`src/rtl/sync_pkg.sv`:
```
// Shared types and default widths for the sync peak search detector.
package sync_pkg;

    localparam int unsigned DAT_W  = 12;
    localparam int unsigned WIN_W  = 8;
    localparam int unsigned HOLD_W = 12;
    localparam int unsigned TS_W   = 32;

    typedef enum logic [1:0] {
        IDLE    = 2'd0,
        SEARCH  = 2'd1,
        HOLDOFF = 2'd2
    } state_t;

endpackage

```
`src/rtl/sync_peak_search_if.sv`:
```
// Sample stream, configuration and detection result bundle for sync_peak_search.
// SYNC_PEAK_TIMESTAMP_EN adds the otimestamp result field.
interface sync_peak_search_if #(
    parameter int unsigned pDAT_W  = 12,
    parameter int unsigned pWIN_W  = 8,
    parameter int unsigned pHOLD_W = 12,
    parameter int unsigned pTS_W   = 32
);
    logic               ival;
    logic [pDAT_W-1:0]  icorr;
    logic [pDAT_W-1:0]  itrh_lvl;
    logic [pWIN_W-1:0]  iwin_len;
    logic [pHOLD_W-1:0] iholdoff;

    logic               oval;
    logic [pDAT_W-1:0]  opeak_lvl;
    logic [pWIN_W-1:0]  opeak_addr;
    logic               obusy;
`ifdef SYNC_PEAK_TIMESTAMP_EN
    logic [pTS_W-1:0]   otimestamp;

    modport master (
        output ival, icorr, itrh_lvl, iwin_len, iholdoff,
        input  oval, opeak_lvl, opeak_addr, obusy, otimestamp
    );

    modport slave (
        input  ival, icorr, itrh_lvl, iwin_len, iholdoff,
        output oval, opeak_lvl, opeak_addr, obusy, otimestamp
    );
`else
    modport master (
        output ival, icorr, itrh_lvl, iwin_len, iholdoff,
        input  oval, opeak_lvl, opeak_addr, obusy
    );

    modport slave (
        input  ival, icorr, itrh_lvl, iwin_len, iholdoff,
        output oval, opeak_lvl, opeak_addr, obusy
    );
`endif

endinterface

```
`src/rtl/sync_peak_search.sv`:
```
// Threshold-triggered windowed peak search over a correlation magnitude stream.
// Optional feature macro: SYNC_PEAK_TIMESTAMP_EN (valid-sample timestamp of the peak).
module sync_peak_search
    import sync_pkg::*;
#(
    parameter int unsigned pDAT_W  = DAT_W,
    parameter int unsigned pWIN_W  = WIN_W,
    parameter int unsigned pHOLD_W = HOLD_W,
    parameter int unsigned pTS_W   = TS_W
) (
    input  logic              iclk,
    input  logic              ireset,
    input  logic              iena,
    sync_peak_search_if.slave bus
);

    // One extra bit so a maximum-length window finishes without wrapping.
    localparam int unsigned CNT_W = pWIN_W + 1;

    state_t             state;
    logic [pDAT_W-1:0]  max_q;
    logic [pWIN_W-1:0]  addr_q;
    logic [CNT_W-1:0]   cnt_q;
    logic [CNT_W-1:0]   win_len_q;
    logic [pHOLD_W-1:0] hold_len_q;
    logic [pHOLD_W-1:0] hold_cnt_q;
    logic               oval_q;
    logic               obusy_q;
    logic [pDAT_W-1:0]  peak_lvl_q;
    logic [pWIN_W-1:0]  peak_addr_q;

    logic               trig_c;
    logic               upd_c;
    logic               last_c;
    logic [pDAT_W-1:0]  new_max_c;
    logic [pWIN_W-1:0]  new_addr_c;
    logic [CNT_W-1:0]   win_eff_c;
    logic [pHOLD_W-1:0] hold_sel_c;

    // Candidate maximum, window-end detection and the hold-off length in force.
    always_comb begin
        win_eff_c  = (bus.iwin_len == '0) ? CNT_W'(1) : CNT_W'(bus.iwin_len);
        // The sample seen while oval is high never starts a new event.
        trig_c     = iena && bus.ival && !oval_q && (bus.icorr > bus.itrh_lvl);
        upd_c      = 1'b0;
        last_c     = 1'b0;
        new_max_c  = max_q;
        new_addr_c = addr_q;
        hold_sel_c = hold_len_q;
        case (state)
            IDLE: begin
                upd_c      = trig_c;
                new_max_c  = bus.icorr;
                new_addr_c = '0;
                last_c     = trig_c && (win_eff_c == CNT_W'(1));
                hold_sel_c = bus.iholdoff;
            end
            SEARCH: begin
                upd_c  = bus.ival && (bus.icorr > max_q);
                last_c = bus.ival && ((cnt_q + CNT_W'(1)) == win_len_q);
                if (upd_c) begin
                    new_max_c  = bus.icorr;
                    new_addr_c = cnt_q[pWIN_W-1:0];
                end
            end
            default: ;
        endcase
    end

    // Detector FSM with registered strobe, peak result and busy flag.
    always_ff @(posedge iclk or negedge ireset) begin
        if (!ireset) begin
            state       <= IDLE;
            max_q       <= '0;
            addr_q      <= '0;
            cnt_q       <= '0;
            win_len_q   <= '0;
            hold_len_q  <= '0;
            hold_cnt_q  <= '0;
            oval_q      <= 1'b0;
            obusy_q     <= 1'b0;
            peak_lvl_q  <= '0;
            peak_addr_q <= '0;
        end else begin
            oval_q <= 1'b0;
            if (!iena) begin
                state      <= IDLE;
                obusy_q    <= 1'b0;
                cnt_q      <= '0;
                hold_cnt_q <= '0;
            end else begin
                if (upd_c) begin
                    max_q  <= new_max_c;
                    addr_q <= new_addr_c;
                end
                case (state)
                    IDLE: begin
                        if (trig_c) begin
                            cnt_q      <= CNT_W'(1);
                            win_len_q  <= win_eff_c;
                            hold_len_q <= bus.iholdoff;
                            state      <= SEARCH;
                            obusy_q    <= 1'b1;
                        end
                    end
                    SEARCH: begin
                        if (bus.ival) begin
                            cnt_q <= cnt_q + CNT_W'(1);
                        end
                    end
                    HOLDOFF: begin
                        if (bus.ival) begin
                            hold_cnt_q <= hold_cnt_q - pHOLD_W'(1);
                            if (hold_cnt_q == pHOLD_W'(1)) begin
                                state   <= IDLE;
                                obusy_q <= 1'b0;
                            end
                        end
                    end
                    default: begin
                        state   <= IDLE;
                        obusy_q <= 1'b0;
                    end
                endcase
                // Window complete: publish the result and pick the follow-on state.
                if (last_c) begin
                    oval_q      <= 1'b1;
                    peak_lvl_q  <= new_max_c;
                    peak_addr_q <= new_addr_c;
                    hold_cnt_q  <= hold_sel_c;
                    if (hold_sel_c != '0) begin
                        state   <= HOLDOFF;
                        obusy_q <= 1'b1;
                    end else begin
                        state   <= IDLE;
                        obusy_q <= 1'b0;
                    end
                end
            end
        end
    end

    assign bus.oval       = oval_q;
    assign bus.opeak_lvl  = peak_lvl_q;
    assign bus.opeak_addr = peak_addr_q;
    assign bus.obusy      = obusy_q;

`ifdef SYNC_PEAK_TIMESTAMP_EN
    logic [pTS_W-1:0] ts_cnt_q;
    logic [pTS_W-1:0] ts_max_q;
    logic [pTS_W-1:0] ts_out_q;

    // Free-running valid-sample count, snapshotted on each new maximum.
    always_ff @(posedge iclk or negedge ireset) begin
        if (!ireset) begin
            ts_cnt_q <= '0;
            ts_max_q <= '0;
            ts_out_q <= '0;
        end else begin
            if (bus.ival) begin
                ts_cnt_q <= ts_cnt_q + pTS_W'(1);
            end
            if (iena && upd_c) begin
                ts_max_q <= ts_cnt_q;
            end
            if (iena && last_c) begin
                ts_out_q <= upd_c ? ts_cnt_q : ts_max_q;
            end
        end
    end

    assign bus.otimestamp = ts_out_q;
`endif

endmodule

```
`src/flat_wrapper.sv`:
```
// flat-port wrapper written by rule: the top's interface ports become plain ports
module sync_peak_search_flat import sync_pkg::*;
#(
    parameter int unsigned pDAT_W  = DAT_W,
    parameter int unsigned pWIN_W  = WIN_W,
    parameter int unsigned pHOLD_W = HOLD_W,
    parameter int unsigned pTS_W   = TS_W
)
  (iclk, ireset, iena, bus_ival, bus_icorr, bus_itrh_lvl, bus_iwin_len, bus_iholdoff, bus_oval, bus_opeak_lvl, bus_opeak_addr, bus_obusy);
  sync_peak_search_if #(.pDAT_W(pDAT_W), .pWIN_W(pWIN_W), .pHOLD_W(pHOLD_W), .pTS_W(pTS_W)) bus_i ();
  input  logic iclk;
  input  logic ireset;
  input  logic iena;
  input wire logic [$bits(bus_i.ival)-1:0] bus_ival;
  input wire logic [$bits(bus_i.icorr)-1:0] bus_icorr;
  input wire logic [$bits(bus_i.itrh_lvl)-1:0] bus_itrh_lvl;
  input wire logic [$bits(bus_i.iwin_len)-1:0] bus_iwin_len;
  input wire logic [$bits(bus_i.iholdoff)-1:0] bus_iholdoff;
  output wire logic [$bits(bus_i.oval)-1:0] bus_oval;
  output wire logic [$bits(bus_i.opeak_lvl)-1:0] bus_opeak_lvl;
  output wire logic [$bits(bus_i.opeak_addr)-1:0] bus_opeak_addr;
  output wire logic [$bits(bus_i.obusy)-1:0] bus_obusy;
  assign bus_i.ival = bus_ival;
  assign bus_i.icorr = bus_icorr;
  assign bus_i.itrh_lvl = bus_itrh_lvl;
  assign bus_i.iwin_len = bus_iwin_len;
  assign bus_i.iholdoff = bus_iholdoff;
  assign bus_oval = bus_i.oval;
  assign bus_opeak_lvl = bus_i.opeak_lvl;
  assign bus_opeak_addr = bus_i.opeak_addr;
  assign bus_obusy = bus_i.obusy;
  sync_peak_search #(.pDAT_W(pDAT_W), .pWIN_W(pWIN_W), .pHOLD_W(pHOLD_W), .pTS_W(pTS_W)) u_core (.iclk(iclk), .ireset(ireset), .iena(iena), .bus(bus_i));
endmodule
```
`config.mk`:
```
export PLATFORM = sky130hd
export DESIGN_NAME = sync_peak_search_flat
export DESIGN_NICKNAME = d
export VERILOG_FILES = /design/src/rtl/sync_pkg.sv /design/src/rtl/sync_peak_search_if.sv /design/src/rtl/sync_peak_search.sv /design/src/flat_wrapper.sv
export SDC_FILE = /design/constraint.sdc
export NUM_CORES = 1
export LEC_CHECK = 0
export BUFFER_PORTS_ARGS = -buffer_cell sky130_fd_sc_hd__buf_2
export CAP_MARGIN = 20
export CORE_MARGIN = 8
export CORE_UTILIZATION = 52
export DETAILED_ROUTE_END_ITERATION = 6
export GPL_ROUTABILITY_DRIVEN = 1
export PLACE_DENSITY = 0.76
export RECOVER_POWER = 25
export SYNTH_ARGS = -nofsm -noshare
export SYNTH_HDL_FRONTEND = slang
export SYNTH_SLANG_ARGS = --single-unit
```
`constraint.sdc`:
```
create_clock -name iclk -period 2.8 [get_ports iclk]
set_input_delay 0.7 -clock iclk [delete_from_list [all_inputs] [get_ports iclk]]
set_output_delay 0.7 -clock iclk [all_outputs]
set_load 0.01 [all_outputs]
```
== After elaboration in Yosys (flattened, before gate mapping) ==
Cells that the tools add are included.
Cells by class
  add/subtract/negate cells: 2
  $lt $le $gt $ge: 2
  equal/unequal tests: 14
  muxes and demuxes: 32
  reduce and logical (&&, ||, !) cells: 16
Operator list (number)
  12-bit 2-to-1 mux: 6
  9-bit 2-to-1 mux: 3
  12-bit greater-than comparator: 2
  12-bit case mux with 2 select lines: 1
  9-bit case mux with 2 select lines: 1
  8-bit 2-to-1 mux: 2
  8-bit case mux with 2 select lines: 1
  12-bit by 1-bit == test with 1-bit output (second input constant): 1
  2-bit 2-to-1 mux: 6
  12-bit nonzero test: 1
  12-bit by 1-bit subtractor with 12-bit output (second input constant): 1
  9-bit by 1-bit adder with 9-bit output (second input constant): 1
  9-bit by 1-bit == test with 1-bit output (second input constant): 1
  9-bit == test: 1
  3-bit by 1-bit != test with 1-bit output (second input constant): 3
  8-bit zero test: 1
  1-bit 2-to-1 mux: 8
  4-bit by 2-bit != test with 1-bit output (second input constant): 2
  1-bit logical AND: 6
  3-bit by 2-bit != test with 1-bit output (second input constant): 2
  2-bit case mux with 3 select lines: 1
  2-bit AND reduction: 3
  3-bit AND reduction: 2
  4-bit by 3-bit != test with 1-bit output (second input constant): 1
  8 further kinds: 9
Word-level totals
  bits in registers: 86
  bits of input ports: 48
  output and inout port bits: 22
  logic and storage cells: 77

== Longest topological paths before layout ==
  depth in word-level cells: 7
  depth in mapped cells: 11
  depth with buffers taken out: 9

== Worst setup path after synthesis ==
Ideal clock, no wire load.
  path kind: input port to flip-flop
  from: input bus_icorr[11]
  to: register u_core.addr_q[7]
  library setup time: 0.125 ns
  arrival: 2.936 ns
  data required time: 2.675 ns
  slack: -0.261 ns
  stages: 10
  buffers on the path: 2
  path through: ha_1 a21oi_1 o21ai_0 a2111oi_0 a21oi_1 and3_1 clkbuf_1 nor2_1 buf_2 mux2_2
Between the ends
  word-level cells in the longest chain between the ends: 4
  elaborated cells on any way between the ends: 8
  classes of those cells: 2 x order compare; 3 x mux; 3 x reduce/logical
RTL lines
  start: declaration: RTL line flat_wrapper.sv:15  | input wire logic [$bits(bus_i.icorr)-1:0] bus_icorr;
  12-bit greater-than comparator, on equally long branches: RTL line sync_peak_search.sv:59, sync_peak_search.sv:44
  1-bit logical AND, on equally long branches: RTL line sync_peak_search.sv:59, sync_peak_search.sv:44
  8-bit 2-to-1 mux or 1-bit case mux with 2 select lines (tied branches): RTL line sync_peak_search.sv:61, sync_peak_search.sv:50
  8-bit case mux with 2 select lines or 2-bit AND reduction (tied branches)
  end signal: assignment: RTL line sync_peak_search.sv:94  | addr_q <= new_addr_c;
  end: declaration: RTL line sync_peak_search.sv:22  | logic [pWIN_W-1:0] addr_q;
Several ways; a longest one is shown, not always the timed one.
A chain may end at the register's enable or synchronous reset.

== Final worst setup path ==
  from: register u_core.cnt_q[0]
  to: register u_core.obusy_q, in the netlist u_core.bus.obusy
Between the ends
  word-level cells in the longest chain between the ends: 6
  elaborated cells on any way between the ends: 11
  classes of those cells: 1 x add/sub; 5 x eq/ne; 3 x mux; 2 x reduce/logical
RTL lines
  start: declaration: RTL line sync_peak_search.sv:23  | logic [CNT_W-1:0] cnt_q;
  start signal: assignment: RTL line sync_peak_search.sv:108  | cnt_q <= cnt_q + CNT_W'(1);
  9-bit by 1-bit adder with 9-bit output *: RTL line sync_peak_search.sv:60  | last_c = bus.ival && ((cnt_q + CNT_W'(1)) == win_len_q);
  9-bit == test *: RTL line sync_peak_search.sv:60
  1-bit logical AND *: RTL line sync_peak_search.sv:60
  1-bit case mux with 2 select lines *: RTL line sync_peak_search.sv:50  | case (state)
  4-bit by 2-bit != test with 1-bit output (no line), or another cell as far along
  4-bit AND reduction (no line) or 1-bit 2-to-1 mux (tied branches)
  end signal: assignment: RTL line sync_peak_search.sv:81  | obusy_q <= 1'b0;
  end signal: assignment: RTL line sync_peak_search.sv:88  | obusy_q <= 1'b0;
  end signal: assignment: RTL line sync_peak_search.sv:103  | obusy_q <= 1'b1;
  end: declaration: RTL line sync_peak_search.sv:28  | logic obusy_q;
Mark *: on every way between the ends. The rest lies on a longest branch, timed or not.

==> results by group <==
Run status
  – Status: finished, violations left
  – Failing checks: capacitance limit, slew limit

STA
  – Final setup skew: 12.9 ps
  – Relative slew slack: -16.4%
  – Least-Margin Pin Slew: 1750 ps
  – Final setup vio count: 0
  – Crit share post-route: 96.3%
  – Highest Clock Rate: 371 MHz
  – Final min period: 2700 ps
  – Final hold slack: 516 ps
  – Fin. Hold Viols: 0
  – Slew Viols, Final: 31

Worst setup path
  – Kind of critical path: reg -> reg
  – Crit start category: flip-flop
  – Worst-path maximum fanout: 5
  – Slowest stage cell, crit path: dfrtp_1
  – Critical Path RT: 3040 ps
  – CP delay by family, top: simple AND/OR/NAND/NOR gates
  – Critical path buffers and inverters: 1
  – Max incr delay on CP: 370 ps
  – Flop-to-flop setup slack: 100 ps
  – Worst-path cell chain: ha_2 > nand3_2 > or2_2 > xnor2_2 > o2111ai_4 > buf_4 > or3_1 > a211o_1 > mux2i_1
  – Arr. time, crit path: 2940 ps
  – CP endpoint kind: flip-flop

Global route
  – GRT Util Overall: 20.5%
  – Vias in the first global route: 4657
  – Antenna violations before repair: 0
  – First-pass GRT wire length: 21700 um
  – Gr ovfl total: 0
  – Largest net degree at the start of global routing: 38

Route
  – Detailed-route DRC error count: 0
  – Routed Antenna Nets: 0
  – DRT iter0 DRCs: 207
  – TritonRoute pass-1 iters: 4
  – Routed vias: 4256
  – Average wire per standard cell: 17.4 um
  – Routed WL: 13000 um
  – Via density: 5.71

Die
  – Core Region: 0.00928 sq mm
  – Total die area: 0.0130 sq mm
  – FP Rows: 35
  – Io pins: 70
  – Effective utilization at floorplan: 53.8%
  – Die Y: 114 um
  – Chip Width: 114 um

Placement
  – Dpl hpwl: 9560 um
  – Placed Instance Area: 0.00575 sq mm
  – Placer's final routability congestion estimate: 0.845
  – IO Port Bufs: 69

Clocking
  – Worst-skew pair later-pin latency: 360 ps
  – H-tree depth: 3
  – # hold bufs at CTS: 0
  – Clock buffer depth: 2
  – CTS Sinks: 85
  – CTS Buf Count: 9
  – Root Buffer: clkbuf_8
  – Clock-pin transition on the worst setup and hold timing paths: 90 ps
  – CTS tree: yes

Power and ir drop
  – Leak: 0.00290 uW
  – Peak VDD IR: 0.362 mV
  – Pwr dens: 605 mW/mm^2

Synthesis
  – Synth Net Count: 592
  – Synth Instances: 517
  – Seq cells post-synth: 85
  – Syn. warnings: 0
  – Synthesized area: 0.00500 sq mm
  – Ys flop type: dfrtp_1
  – Async set-reset flop share out of synthesis: 100%
  – Register area share after synthesis: 42.6%
  – Library cells used by synthesis: 52
  – Post-synth EDFFs: 0
  – Syn Area/Cell: 9.66 sq um

Min path
  – HP Class: reg -> reg

Job
  – Max Cap Viol: 1

Layout
  – Nets: 686
  – Fin area: 0.00608 sq mm
  – Area Growth Syn to Fin: 21.8%
  – Ant diodes: 0
  – Layout cell share with drive strength beyond 1: 28.2%
## cell type report
| type | count | area [sq um] |
|---|---|---|
| Tap cell | 129 | 161 |
| Multi-Input combinational cell | 371 | 2720 |
| Clock buffer | 11 | 131 |
| Clock inverter | 5 | 108 |
| Timing Repair Buffer | 111 | 709 |
| Inverter | 33 | 124 |
| Fill cell | 768 | 3200 |
| Sequential cell | 85 | 2130 |
## placed cells by master, fill, tap and decap left out, types with 16 or more instances in the layout
master	n
mux2_2	31
mux2i_1	16
inv_1	33
nor2_1	19
ha_1	26
buf_2	68
dfrtp_1	85
a21oi_1	64
o21ai_0	19
nand2_1	51
buf_4	38
## synth_stat cells, types with 4 or more instances
cell,number,area (sq um)
nand2_1,51,191
o211a_1,4,40.0
o211ai_1,4,30.0
nor3_1,13,65.1
inv_1,33,124
xor2_1,7,61.3
a311oi_1,8,70.1
a22oi_1,7,52.6
buf_2,12,60.1
mux2i_1,16,160
dfrtp_1,85,2130
nor4_1,5,31.3
and3_1,4,25.0
ha_1,27,338
xnor2_1,12,105
nand2b_1,5,31.3
or3_1,6,37.5
nand4_1,11,68.8
nor2_1,20,75.1
mux2_2,31,349
clkbuf_1,13,48.8
a211oi_1,4,30.0
a21oi_1,64,320
nand3_1,13,65.1
o21ai_0,20,100
## worst reg2reg max path: stages, from the launching register on
cell	delay [ps]
dfrtp_1	370
ha_2	310
nand3_2	160
or2_2	360
xnor2_2	220
o2111ai_4	190
buf_4	190
or3_1	330
a211o_1	340
mux2i_1	120
## sequential cells by signal (all words and copies together), names as in the netlist
name                   flops
u_core.addr_q              8
u_core.bus.obusy           1
u_core.bus.opeak_addr      8
u_core.bus.opeak_lvl      12
u_core.bus.oval            1
u_core.cnt_q               9
u_core.hold_cnt_q         12
u_core.hold_len_q         12
u_core.max_q              12
u_core.state               2
u_core.win_len_q           8
## logic make-up (layout without fill, tap and decap cells)
family / Yosys count / after routing / share of synthesized area, %
AND/OR/NAND/NOR: 145 / 145 / 14.4
AO/OA/AOI/OAI: 129 / 129 / 16.5
flip-flops: 85 / 85 / 42.6
buffers and inverters: 61 / 160 / 5.26
multiplexers: 50 / 50 / 10.9
adder cells (fa/ha/maj): 27 / 27 / 6.76
XOR/XNOR: 20 / 20 / 3.66
## repair_timing
item / 4_1_cts / 5_1_grt
gates resized for setup: 3 / 8
buffers inserted: 2 / 0
cloned: 0 / 0
setup endpoints to repair: 22 / 22
pin swaps: 2 / 2
## final timing paths
kind,from,endpoint,cells after the start
max,u_core.cnt_q[0],u_core.bus.obusy,9
min,u_core.hold_len_q[6],u_core.hold_len_q[6],1
max reg2reg,u_core.cnt_q[0],u_core.bus.obusy,9
min reg2reg,u_core.hold_len_q[6],u_core.hold_len_q[6],1
max in group asynchronous,ireset,u_core.win_len_q[2],2
min in group asynchronous,ireset,u_core.bus.opeak_addr[4],1
## through the flow
step                      std cells  util [%]  TNS [ps]  worst slack [ps]  total power (uW)
after CTS                       745      64.8         0              60.9              3660
after floorplan                 517         -         0              33.6              2230
after global placement          727      61.9      -293             -59.3              2530
after detailed placement        727      61.9     -1810              -111              2590
final                           745      65.5         0               103              3680
after global routing            745      65.5     -56.9             -27.5              3890
## per-layer routing
layer / GRT usage (%) / wire, um
met1: 24.7 / 5600
met2: 35.0 / 6500
met3: 3.86 / 607
met4: 8.70 / 264
met5: 0 / 0
## power by group
part | switching (uW) | internal, uW | total [uW]
combinational | 517 | 488 | 1000
sequential | 173 | 1450 | 1620
clock | 457 | 599 | 1060
(Power assumes the default switching activity.)
